==> config.mk <==
export PLATFORM = sky130hd
export DESIGN_NAME = reg_write_stage
export DESIGN_NICKNAME = d
export VERILOG_FILES = /design/src/rtl/reg_write_stage_pkg.sv /design/src/rtl/reg_scoreboard.sv /design/src/rtl/reg_write_stage.sv
export SDC_FILE = /design/constraint.sdc
export NUM_CORES = 1
export LEC_CHECK = 0
export BUFFER_PORTS_ARGS = -buffer_cell sky130_fd_sc_hd__buf_2
export CORE_AREA = 2 2 150 152
export CTS_BUF_LIST = sky130_fd_sc_hd__clkbuf_16
export DETAILED_ROUTE_END_ITERATION = 7
export DIE_AREA = 0 0 152 154
export HOLD_SLACK_MARGIN = 0.12
export MAX_ROUTING_LAYER = met4
export PLACE_DENSITY = 0.64
export SYNTH_ARGS = -nofsm -noshare
export SYNTH_HDL_FRONTEND = slang
export SYNTH_HIERARCHICAL = 1
export SYNTH_SLANG_ARGS = --single-unit
==> constraint.sdc <==
create_clock -name clk -period 10.1 [get_ports clk]
set_input_delay 2.525 -clock clk [delete_from_list [all_inputs] [get_ports clk]]
set_output_delay 2.525 -clock clk [all_outputs]
set_load 0.005 [all_outputs]
==> src/rtl/reg_write_stage_pkg.sv <==
// Shared types for the register write stage and the decode stage.
//   RWS_REG_COUNT : architectural registers per file
//   RWS_REG_AW    : register index width
//   reg_addr_t    : register index type
//   trap_cause_e  : trap cause encoding carried from decode to retirement
package reg_write_stage_pkg;

    localparam int RWS_REG_COUNT = 32;
    localparam int RWS_REG_AW    = $clog2(RWS_REG_COUNT);

    typedef logic [RWS_REG_AW-1:0] reg_addr_t;

    typedef enum logic [4:0] {
        TRAP_INSN_MISALIGNED  = 5'd0,
        TRAP_INSN_FAULT       = 5'd1,
        TRAP_ILLEGAL_INSN     = 5'd2,
        TRAP_BREAKPOINT       = 5'd3,
        TRAP_LOAD_MISALIGNED  = 5'd4,
        TRAP_LOAD_FAULT       = 5'd5,
        TRAP_STORE_MISALIGNED = 5'd6,
        TRAP_STORE_FAULT      = 5'd7,
        TRAP_ECALL_U          = 5'd8,
        TRAP_ECALL_S          = 5'd9,
        TRAP_ECALL_M          = 5'd11
    } trap_cause_e;

endpackage

==> src/rtl/reg_scoreboard.sv <==
// Per-register busy scoreboard for one register file.
//   clk, rst           : clock, synchronous active-high reset
//   flush              : clear every busy bit; a set on the same cycle is dropped
//   set_en / set_addr  : a newly issued producer marks its destination busy
//   clr_en / clr_addr  : the retiring producer releases its destination
//   busy               : registered busy vector
// A set and a clear of the same register on the same cycle leaves it busy:
// the set belongs to a younger producer that has not retired yet.
module reg_scoreboard #(
    parameter  int REG_COUNT = 32,
    localparam int AW        = $clog2(REG_COUNT)
) (
    input  logic                 clk,
    input  logic                 rst,
    input  logic                 flush,
    input  logic                 set_en,
    input  logic [AW-1:0]        set_addr,
    input  logic                 clr_en,
    input  logic [AW-1:0]        clr_addr,
    output logic [REG_COUNT-1:0] busy
);

    logic [REG_COUNT-1:0] busy_q;
    logic [REG_COUNT-1:0] set_mask;
    logic [REG_COUNT-1:0] clr_mask;

    always_comb begin
        set_mask = '0;
        clr_mask = '0;
        if (set_en) set_mask[set_addr] = 1'b1;
        if (clr_en) clr_mask[clr_addr] = 1'b1;
    end

    always_ff @(posedge clk) begin
        if (rst || flush) begin
            busy_q <= '0;
        end else begin
            busy_q <= (busy_q & ~clr_mask) | set_mask;
        end
    end

    assign busy = busy_q;

endmodule

==> src/rtl/reg_write_stage.sv <==
// Final pipeline stage: retires the op coming from the memory stage, drives the
// int and fp register file write ports, tracks busy registers for the read
// stage, counts retired instructions and reports traps.
//
// Ports
//   clk, rst                        : clock, synchronous active-high reset
//   flush                           : pipeline flush (retiring op still commits)
//   in_valid, in_rd, in_int_wr, in_fp_wr, in_int_value, in_fp_value,
//   in_trap_valid, in_trap_cause    : retiring op
//   set_valid, set_rd, set_fp       : register read issuing a producer
//   q_rs1, q_rs2, q_rs3, q_rs3_fp, q_rs12_fp : hazard query
//   hazard                          : some queried source is still busy
//   int_we, int_waddr, int_wdata    : int register file write port (combinational)
//   fp_we, fp_waddr, fp_wdata       : fp register file write port (combinational)
//   int_busy, fp_busy               : scoreboard vectors
//   trap_valid, trap_cause          : one-cycle trap pulse, cause held until next trap
//   instret                         : retired-instruction counter (wraps)
//
// Build option RAFI_WB_BYPASS_EN adds byp_valid, byp_fp, byp_rd, byp_data: the
// previous cycle's committed write. A query that matches the bypass entry in
// the same file does not raise a hazard.
module reg_write_stage
    import reg_write_stage_pkg::*;
#(
    parameter  int XLEN          = 32,
    parameter  int FLEN          = 64,
    parameter  int REG_COUNT     = RWS_REG_COUNT,
    parameter  int INSTRET_WIDTH = 64,
    localparam int AW            = $clog2(REG_COUNT)
) (
    input  logic                     clk,
    input  logic                     rst,
    input  logic                     flush,
    input  logic                     in_valid,
    input  logic [AW-1:0]            in_rd,
    input  logic                     in_int_wr,
    input  logic                     in_fp_wr,
    input  logic [XLEN-1:0]          in_int_value,
    input  logic [FLEN-1:0]          in_fp_value,
    input  logic                     in_trap_valid,
    input  logic [4:0]               in_trap_cause,
    input  logic                     set_valid,
    input  logic [AW-1:0]            set_rd,
    input  logic                     set_fp,
    input  logic [AW-1:0]            q_rs1,
    input  logic [AW-1:0]            q_rs2,
    input  logic [AW-1:0]            q_rs3,
    input  logic                     q_rs3_fp,
    input  logic                     q_rs12_fp,
    output logic                     hazard,
    output logic                     int_we,
    output logic [AW-1:0]            int_waddr,
    output logic [XLEN-1:0]          int_wdata,
    output logic                     fp_we,
    output logic [AW-1:0]            fp_waddr,
    output logic [FLEN-1:0]          fp_wdata,
    output logic [REG_COUNT-1:0]     int_busy,
    output logic [REG_COUNT-1:0]     fp_busy,
    output logic                     trap_valid,
    output logic [4:0]               trap_cause,
    output logic [INSTRET_WIDTH-1:0] instret
`ifdef RAFI_WB_BYPASS_EN
    ,
    output logic                     byp_valid,
    output logic                     byp_fp,
    output logic [AW-1:0]            byp_rd,
    output logic [FLEN-1:0]          byp_data
`endif
);

    logic                     commit;
    logic                     int_clr;
    logic                     fp_clr;
    logic                     int_set;
    logic                     fp_set;
    logic                     h_rs1;
    logic                     h_rs2;
    logic                     h_rs3;
    logic [INSTRET_WIDTH-1:0] instret_q;
    logic                     trap_valid_q;
    trap_cause_e              trap_cause_q;

    // rst gates the write ports so nothing is captured on a reset edge.
    assign commit    = in_valid & ~in_trap_valid & ~rst;
    assign int_we    = commit & in_int_wr & (in_rd != '0);
    // Both write flags together is illegal; the int write takes priority.
    assign fp_we     = commit & in_fp_wr & ~in_int_wr;
    assign int_waddr = in_rd;
    assign int_wdata = in_int_value;
    assign fp_waddr  = in_rd;
    assign fp_wdata  = in_fp_value;

    // A trapping op releases its destination too, otherwise the bit would leak.
    assign int_clr = in_valid & in_int_wr;
    assign fp_clr  = in_valid & in_fp_wr & ~in_int_wr;
    // x0 is hardwired, so it is never marked busy; f0 is a real register.
    assign int_set = set_valid & ~set_fp & (set_rd != '0);
    assign fp_set  = set_valid & set_fp;

    reg_scoreboard #(.REG_COUNT(REG_COUNT)) u_int_sb (
        .clk      (clk),
        .rst      (rst),
        .flush    (flush),
        .set_en   (int_set),
        .set_addr (set_rd),
        .clr_en   (int_clr),
        .clr_addr (in_rd),
        .busy     (int_busy)
    );

    reg_scoreboard #(.REG_COUNT(REG_COUNT)) u_fp_sb (
        .clk      (clk),
        .rst      (rst),
        .flush    (flush),
        .set_en   (fp_set),
        .set_addr (set_rd),
        .clr_en   (fp_clr),
        .clr_addr (in_rd),
        .busy     (fp_busy)
    );

    always_comb begin
        h_rs1 = q_rs12_fp ? fp_busy[q_rs1] : int_busy[q_rs1];
        h_rs2 = q_rs12_fp ? fp_busy[q_rs2] : int_busy[q_rs2];
        h_rs3 = q_rs3_fp & fp_busy[q_rs3];
`ifdef RAFI_WB_BYPASS_EN
        if (byp_valid && (byp_fp == q_rs12_fp) && (byp_rd == q_rs1)) h_rs1 = 1'b0;
        if (byp_valid && (byp_fp == q_rs12_fp) && (byp_rd == q_rs2)) h_rs2 = 1'b0;
        if (byp_valid && byp_fp && (byp_rd == q_rs3))                h_rs3 = 1'b0;
`endif
        hazard = h_rs1 | h_rs2 | h_rs3;
    end

    always_ff @(posedge clk) begin
        if (rst) begin
            instret_q    <= '0;
            trap_valid_q <= 1'b0;
            trap_cause_q <= TRAP_INSN_MISALIGNED;
        end else begin
            if (commit) instret_q <= instret_q + INSTRET_WIDTH'(1);
            trap_valid_q <= in_valid & in_trap_valid;
            if (in_valid && in_trap_valid) trap_cause_q <= trap_cause_e'(in_trap_cause);
        end
    end

    assign instret    = instret_q;
    assign trap_valid = trap_valid_q;
    assign trap_cause = trap_cause_q;

`ifdef RAFI_WB_BYPASS_EN
    always_ff @(posedge clk) begin
        if (rst || flush) begin
            byp_valid <= 1'b0;
            byp_fp    <= 1'b0;
            byp_rd    <= '0;
            byp_data  <= '0;
        end else begin
            byp_valid <= int_we | fp_we;
            if (int_we) begin
                byp_fp   <= 1'b0;
                byp_rd   <= in_rd;
                byp_data <= FLEN'(in_int_value);
            end else if (fp_we) begin
                byp_fp   <= 1'b1;
                byp_rd   <= in_rd;
                byp_data <= in_fp_value;
            end
        end
    end
`endif

    a_one_write_file : assert property (@(posedge clk) disable iff (rst)
        !(in_valid && in_int_wr && in_fp_wr));

endmodule
# Yosys cells after proc, flatten, opt, wreduce, memory -nomap -nowiden
# Index checks and enable logic that the tools add are counted.
[classes] bitwise=26 magnitude_cmp=7 reduce_logical=6 n_mux=20 addsub=1
[ops] op="2-to-1 mux 32 bit" count=4
[ops] op="adder 64 x 1 -> 64 bit, second input constant" count=1
[ops] op="AND 32 bit" count=2
[ops] op="inverter 32 bit" count=2
[ops] op="bitwise OR 32 bit" count=2
[ops] op="less-than comparator 5 x 6 -> 1 bit, second input constant" count=5
[ops] op="binary-select mux 1 bit (select 5 bit)" count=5
[ops] op="AND 1 bit" count=14
[ops] op="demux 1 bit (select 5 bit)" count=2
[ops] op="greater-or-equal comparator 5 x 1 -> 1 bit, second input constant" count=2
[ops] op="nonzero test 5 bit" count=2
[ops] op="2-to-1 mux 1 bit" count=9
[ops] op="inverter 1 bit" count=4
[ops] op="logical AND 1 bit" count=3
[ops] op="bitwise OR 1 bit" count=2
[ops] op="logical OR 1 bit" count=1
[word_totals] out_inout_bits=243 in_bits=137 reg_bits=134

# Longest topological paths before layout
# Gate-level depths: netlist (run 1).
[depth] ltp_word=8 ltp_mapped=9

# Hierarchy
# Netlist (run 1), hierarchy kept.
[by_module_without_submodules] module="reg_write_stage" instances=1 seq_area_each_um2=1401.3 area_each_um2=5370.2 cells_each=606
[by_module_without_submodules] module="reg_scoreboard" instances=2 seq_area_each_um2=640.6 area_each_um2=1360.1 cells_each=132

# Worst setup path after synthesis (run 1)
# No wires, ideal clock.
[synth_path] path_type="in2out" from="input q_rs3[0]" to="output hazard" path_stages=5 path_slack_ns=3.242 arrival_time_ns=4.333 t_required_ns=7.575 path_buffers=1 cell_sequence="clkbuf_1 mux4_2 mux4_2 mux2_2 a22o_1"
[synth_via] elab_chain_len=4
[synth_rtl] element="start: declaration" line_no="reg_write_stage.sv:47" text="input logic [AW-1:0] q_rs3,"
[synth_rtl] element="binary-select mux 1 bit (select 5 bit)" line_no="reg_write_stage.sv:125" text="h_rs3 = q_rs3_fp & fp_busy[q_rs3];"
[synth_rtl] element="2-to-1 mux 1 bit (not written as such)" line_no="reg_write_stage.sv:125"
[synth_rtl] element="AND 1 bit" line_no="reg_write_stage.sv:125"
[synth_rtl] element="bitwise OR 1 bit" line_no="reg_write_stage.sv:131" text="hazard = h_rs1 | h_rs2 | h_rs3;"
[synth_rtl] element="end: declaration" line_no="reg_write_stage.sv:50" text="output logic hazard,"
# No other way between the ends. The select of a mux whose other input is x is not followed.

# Worst setup path after layout (run 1)
[layout_path] from="input q_rs2[0]" to="output hazard"
[layout_via] elab_chain_len=5 word_cells_on_any_way=7 cone_classes="mux (5); bitwise (2)"
[layout_rtl] element="start: declaration" line_no="reg_write_stage.sv:46" text="input logic [AW-1:0] q_rs2,"
[layout_rtl] element="binary-select mux 1 bit (select 5 bit)" line_no="reg_write_stage.sv:124" text="h_rs2 = q_rs12_fp ? fp_busy[q_rs2] : int_busy[q_rs2];"
[layout_rtl] element="2-to-1 mux 1 bit (not written as such)" line_no="reg_write_stage.sv:124"
[layout_rtl] element="2-to-1 mux 1 bit *" line_no="reg_write_stage.sv:124"
[layout_rtl] element="bitwise OR 1 bit * (2 in a row)" line_no="reg_write_stage.sv:131"
# Every way passes the cells marked *; elsewhere a longest branch is shown, timed or not. The select of a mux whose other input is x is not followed.

==> results.py, run 1 <==
metrics = {
    "power": {
        "p_leak_uw": 0.00361,
        "max-vdd-ir-drop_uv": 100,
        "total_power_uw": 1240,
        "powerDensity_nw_per_um2": 138,
    },
    "critical_path": {
        "worstPathArrival_ns": 4.77,
        "crit_required_ns": 7.58,
        "end_kind": "output pin",
        "startpoint_type": "input pin",
        "worst-setup-path-type": "in2out",
        "cp_max_fo": 32,
    },
    "synthesis": {
        "ys_types": 53,
        "synth_edf_count": 0,
        "seq_area_frac_synth_pct": 33.2,
        "yosysTopAreaCell": "dfxtp_1",
        "async_reset_ff_share_pct": 0,
        "netlist_area_um2": 8090,
        "synth_area_leaders": "dfxtp_1 33%, buf_4 9.9%, a32o_1 7.9%",
        "yosysWarnings": 6,
        "syn_inst": 870,
        "postSynthAreaPerCell_um2": 9.30,
        "yosysMostFrequentCell": "dfxtp_1",
        "synth.top_cell.area_share_pct": 33.2,
        "synthFlopType": "dfxtp_1",
        "synth-seq-cells": 134,
        "synth_top_cells_by_count": "134 x dfxtp_1, 107 x buf_4, 95 x nand2_1",
        "synth_nets": 1008,
    },
    "sta": {
        "finalClockSkew_ns": 0.0148,
        "finalSetupViolations": 0,
        "period_needed_ns": 7.29,
        "timing.fmax_ghz": 0.137,
        "tightest_slew_ns": 0.948,
        "timing_hold_violations_final": 0,
        "relSlewSlack_pct": 36.3,
        "grt_setup_unrepaired": "no",
        "finalCritPeriodShare_pct": 72.2,
        "fin_setup_tns_ns": 0,
        "report.final.slew_viol_count": 0,
    },
    "route": {
        "finalWirelength_mm": 23.6,
        "drtAntennaViolNets": 0,
        "viasPerCell": 5.67,
        "drt-met1-wl_mm": 10.5,
        "drt_iter0_drc": 507,
        "route.met3.wl_mm": 2.24,
        "drc": 0,
        "dr_wl_met2_mm": 10.7,
        "dr.pass1.iters": 5,
        "via_count": 6914,
        "highest_layer": "met4",
        "wl_per_cell_um": 19.4,
    },
    "cts": {
        "clock-sinks": 134,
        "cts-htree-levels": 4,
        "cts_buffers": 17,
        "clock_path_buffers": 2,
        "postCtsHoldBufs": 0,
        "clk_latency_ns": 0.43,
        "root_buffer": "clkbuf_16",
        "path_clk_slew_ns": 0.07,
        "cts_setup_buffers": 0,
        "cts_tree": "yes",
        "ctsResizeCount": 0,
    },
    "cells_and_area": {
        "fin_nets": 1064,
        "final_layout_size_suffix_gt1_share_pct": 29.8,
        "n_antenna_cell": 0,
        "syn_to_final_growth_pct": 11.0,
    },
    "die": {
        "core_um2": 21700,
        "die_w_um": 152,
        "start_util_pct": 37.3,
        "ios": 380,
        "dieArea_um2": 23400,
        "die_height_um": 154,
        "num_rows": 54,
    },
    "placed_design": {
        "numPortBuffers": 187,
        "gp_congestion": 0.890,
        "hpwlAfterDp_mm": 16.9,
    },
    "hold_path": {
        "hold_path_class": "reg2reg",
    },
    "global_route": {
        "grt_max_degree": 75,
        "grt_pass1_vias": 6642,
        "groute.usage.overall_pct": 20.5,
        "grt-ovfl-total": 0,
        "grt_pass1_wl_mm": 37.6,
        "antenna_found_initial": 0,
    },
    "flow_run": {
        "drv_cap": 0,
    },
    "status": {
        "status": "finished clean",
    },
}
-- metal layers --
layer	track usage (%)	up-vias
met3	6.85	21
met5	-	-
met4	5.47	0
met1	26.3	3306
met2	30.9	366
li1	-	3221
-- final timing paths --
check             slack (ns)  cells after the start             to     startpoint
setup / recovery        2.81                      8         hazard       q_rs2[0]
hold reg to reg         0.46                      2  trap_cause[0]  trap_cause[0]
setup reg to reg        7.63                      6    instret[35]     instret[3]
hold / removal          0.46                      2  trap_cause[0]  trap_cause[0]
-- stage by stage --
step	instance area, µm²	hold slack, ns	utilization [%]	cells	setup slack (ns)
after floorplan	8090	0.453	-	870	3.24
after detailed placement	8390	0.448	38.7	1187	2.82
after global routing	8980	0.493	41.4	1219	2.69
after global placement	8390	0.440	38.7	1187	2.85
after CTS	8980	0.458	41.4	1219	2.82
final	8980	0.456	41.4	1219	2.81
-- worst max-delay path: stages --
cell	delay [ns]
buf_2	0.68
mux2i_1	0.29
a22oi_1	0.11
a21boi_0	0.18
nor4_1	0.09
or4_1	0.51
a22o_1	0.24
buf_2	0.12
-- kinds of logic after synthesis --
| group | count (synthesis) | synth area share (%) |
|---|---|---|
| simple gates | 340 | 23.8 |
| buf+inv | 162 | 13.0 |
| flops | 134 | 33.2 |
| compound gates | 108 | 11.4 |
| mux | 68 | 12.3 |
| xor+xnor | 57 | 6.17 |
| fa+ha+maj | 1 | 0.155 |
-- sequential cells by signal (all words and copies together) (netlist names) --
register       flops
trap_valid         1
trap_cause         5
u_int_sb/busy     32
u_fp_sb/busy      32
instret           64
-- power by group --
part | internal [µW] | leakage [µW] | total (µW) | switching [µW]
Sequential | 531 | 0.00108 | 533 | 2.15
Combinational | 31.0 | 0.00225 | 84.6 | 53.6
Clock | 349 | 0.000283 | 620 | 271
Total | 911 | 0.00361 | 1240 | 327
-- final cells by class --
class	instances	area, µm²
clock buffers	17	425
inverters	7	26.3
fillers	2132	12700
clock inverters	15	159
flip-flops and latches	134	2680
well taps	280	350
repair buffers	192	973
multi-input cells	574	4360
-- cells in the final DEF, fill, tap and decap left out, drive strengths merged, types with 3 or more instances in the layout --
| cell | instances |
|---|---|
| and2 | 6 |
| nor3b | 16 |
| nand2b | 3 |
| xnor2 | 28 |
| nand4 | 23 |
| nor2b | 7 |
| and4 | 10 |
| and3 | 9 |
| or4 | 4 |
| a22oi | 16 |
| nor3 | 19 |
| nor4 | 15 |
| clkinv | 4 |
| dfxtp | 134 |
| and4b | 5 |
| nand3 | 33 |
| nor2 | 70 |
| buf | 192 |
| a32o | 64 |
| or3 | 7 |
| clkbuf | 17 |
| and3b | 16 |
| a21oi | 16 |
| mux4 | 25 |
| nand2 | 95 |
| xor2 | 29 |
| o21ai | 5 |
| mux2i | 42 |
| inv | 15 |
Note: power is estimated with default switching activity, not from simulation.
==> run 2, diff against run 1 <==
- CORE_AREA: 2 2 150 152 -> 2 2 149 151
- DIE_AREA: 0 0 152 154 -> 0 0 151 153
- PLACE_DENSITY: 0.64 -> 0.68
- clock period: 10.1 -> 6.1 ns (I/O delays scaled with it)
==> results.py, run 2 (synthesis results as in run 1) <==
metrics = {
    "status": {
        "status": "finished clean",
    },
    "critical_path": {
        "r2r-start": "instret[27]",
        "cp_top_family": "compound AO/OA/AOI/OAI gates",
        "slowest_delay_ns": 0.55,
        "worst_path_most_repeated_cell": "buf_2",
        "worst-setup-path-type": "in2out",
        "startpoint_type": "input pin",
        "worstPathArrival_ns": 3.56,
        "slowest_stage": "mux4_2",
        "startpoint": "q_rs1[1]",
        "cp_cell_sequence": "buf_2 -> mux4_2 -> a22oi_1 -> a31oi_1 -> or4_1 -> a22o_1 -> buf_2",
        "crit_required_ns": 4.58,
        "critical_path_buf_inv_count": 2,
        "cp_max_fo": 10,
        "end_kind": "output pin",
    },
    "cts": {
        "postCtsHoldBufs": 0,
        "cts_setup_buffers": 0,
        "ctsResizeCount": 0,
        "root_buffer": "clkbuf_16",
        "clock-sinks": 134,
        "path_clk_slew_ns": 0.07,
        "cts_buffers": 17,
        "clock_path_buffers": 2,
        "clk_latency_ns": 0.43,
        "cts_tree": "yes",
        "cts-htree-levels": 4,
    },
    "sta": {
        "finalSetupViolations": 0,
        "tightest_slew_ns": 0.964,
        "grt_setup_unrepaired": "no",
        "finalClockSkew_ns": 0.0147,
        "timing_hold_violations_final": 0,
        "report.final.slew_viol_count": 0,
        "finalCritPeriodShare_pct": 83.4,
        "fin_setup_tns_ns": 0,
        "fin_worst_hold_slack_ns": 0.453,
        "relSlewSlack_pct": 35.3,
        "period_needed_ns": 5.09,
        "timing.fmax_ghz": 0.197,
        "worst_slack_ns": 1.01,
    },
    "power": {
        "powerDensity_nw_per_um2": 234,
        "p_leak_uw": 0.00364,
        "max-vdd-ir-drop_uv": 173,
    },
    "placed_design": {
        "dp_slack_ns": 1.02,
        "gp_congestion": 0.952,
        "hpwlAfterDp_mm": 17.1,
        "placed_cell_area_um2": 8400,
        "numPortBuffers": 187,
    },
    "route": {
        "dr.pass1.iters": 5,
        "wl_per_cell_um": 19.7,
        "drc": 0,
        "finalWirelength_mm": 24.1,
        "drt_iter0_drc": 656,
        "viasPerCell": 5.84,
        "via_count": 7125,
        "drtAntennaViolNets": 0,
    },
    "cells_and_area": {
        "syn_to_final_growth_pct": 11.6,
        "final_cell_mix": "187 x buf_2, 134 x dfxtp_1, 95 x nand2_1, 68 x nor2_1, 64 x a32o_1",
        "final_layout_size_suffix_gt1_share_pct": 29.9,
        "largest_reg_flops": 64,
        "stdcell_area_um2": 9030,
        "final_common_cell": "buf_2",
        "fin_nets": 1065,
        "final_util_pct": 42.0,
        "n_fill_cell": 2124,
    },
    "die": {
        "die_w_um": 151,
        "dieArea_um2": 23100,
        "start_util_pct": 37.7,
        "die_height_um": 153,
        "num_rows": 54,
        "core_um2": 21500,
        "ios": 380,
    },
    "flow_run": {
        "drv_cap": 0,
    },
    "global_route": {
        "antenna_found_initial": 0,
        "grt_pass1_vias": 6706,
        "grt-ovfl-total": 0,
        "grt_pass1_wl_mm": 37.2,
        "grt_max_degree": 71,
        "groute.usage.overall_pct": 20.9,
    },
    "hold_path": {
        "hold_path_class": "reg2reg",
        "min-delay-start": "trap_cause[4]",
    },
}
run 2: layout make-up:
| cell class | count | area, µm² | share of cell area, % |
|---|---|---|---|
| Multi-Input combinational cell | 574 | 4360 | 48.3 |
| Sequential cell | 134 | 2680 | 29.7 |
| Timing Repair Buffer | 193 | 981 | 10.9 |
| Clock buffer | 17 | 425 | 4.71 |
| Tap cell | 280 | 350 | 3.88 |
| Clock inverter | 15 | 198 | 2.19 |
| Inverter | 7 | 26.3 | 0.291 |
| Antenna cell | 1 | 2.50 | 0.0277 |
run 2: worst reg2reg max path: cells and delay by family, from the launching register on:
kind             cells  cell delay [ns]
muxes                1             0.20
and+or+nand+nor      5             1.77
DFF                  1             0.41
run 2: worst paths after layout:
check	slack, ns	cells past startpoint	endpoint
setup / recovery	1.01	7	hazard
hold / removal	0.45	2	trap_cause[4]
setup reg to reg	3.66	6	instret[63]
hold reg to reg	0.45	2	trap_cause[4]
run 2: stage by stage:
stage / instances / total power (µW)
2_1_floorplan: 870 / 1040
3_3_place_gp: 1188 / 1040
3_5_place_dp: 1188 / 1040
4_1_cts: 1220 / 2130
5_1_grt: 1220 / 2180
6_report: 1221 / 2110
run 2: metal layers:
metal / global-route usage [%] / up-vias / routed length, µm
met5: - / - / 0
met4: 7.52 / 0 / 588
met3: 6.54 / 65 / 2450
met2: 32.2 / 420 / 11100
met1: 25.8 / 3420 / 9900
li1: - / 3220 / -
run 2: power breakdown:
| part | internal (µW) | switching, µW | total (µW) |
|---|---|---|---|
| sequential | 878 | 3.55 | 882 |
| clock | 596 | 491 | 1090 |
| combinational | 51.4 | 89.9 | 141 |
| total | 1530 | 585 | 2110 |
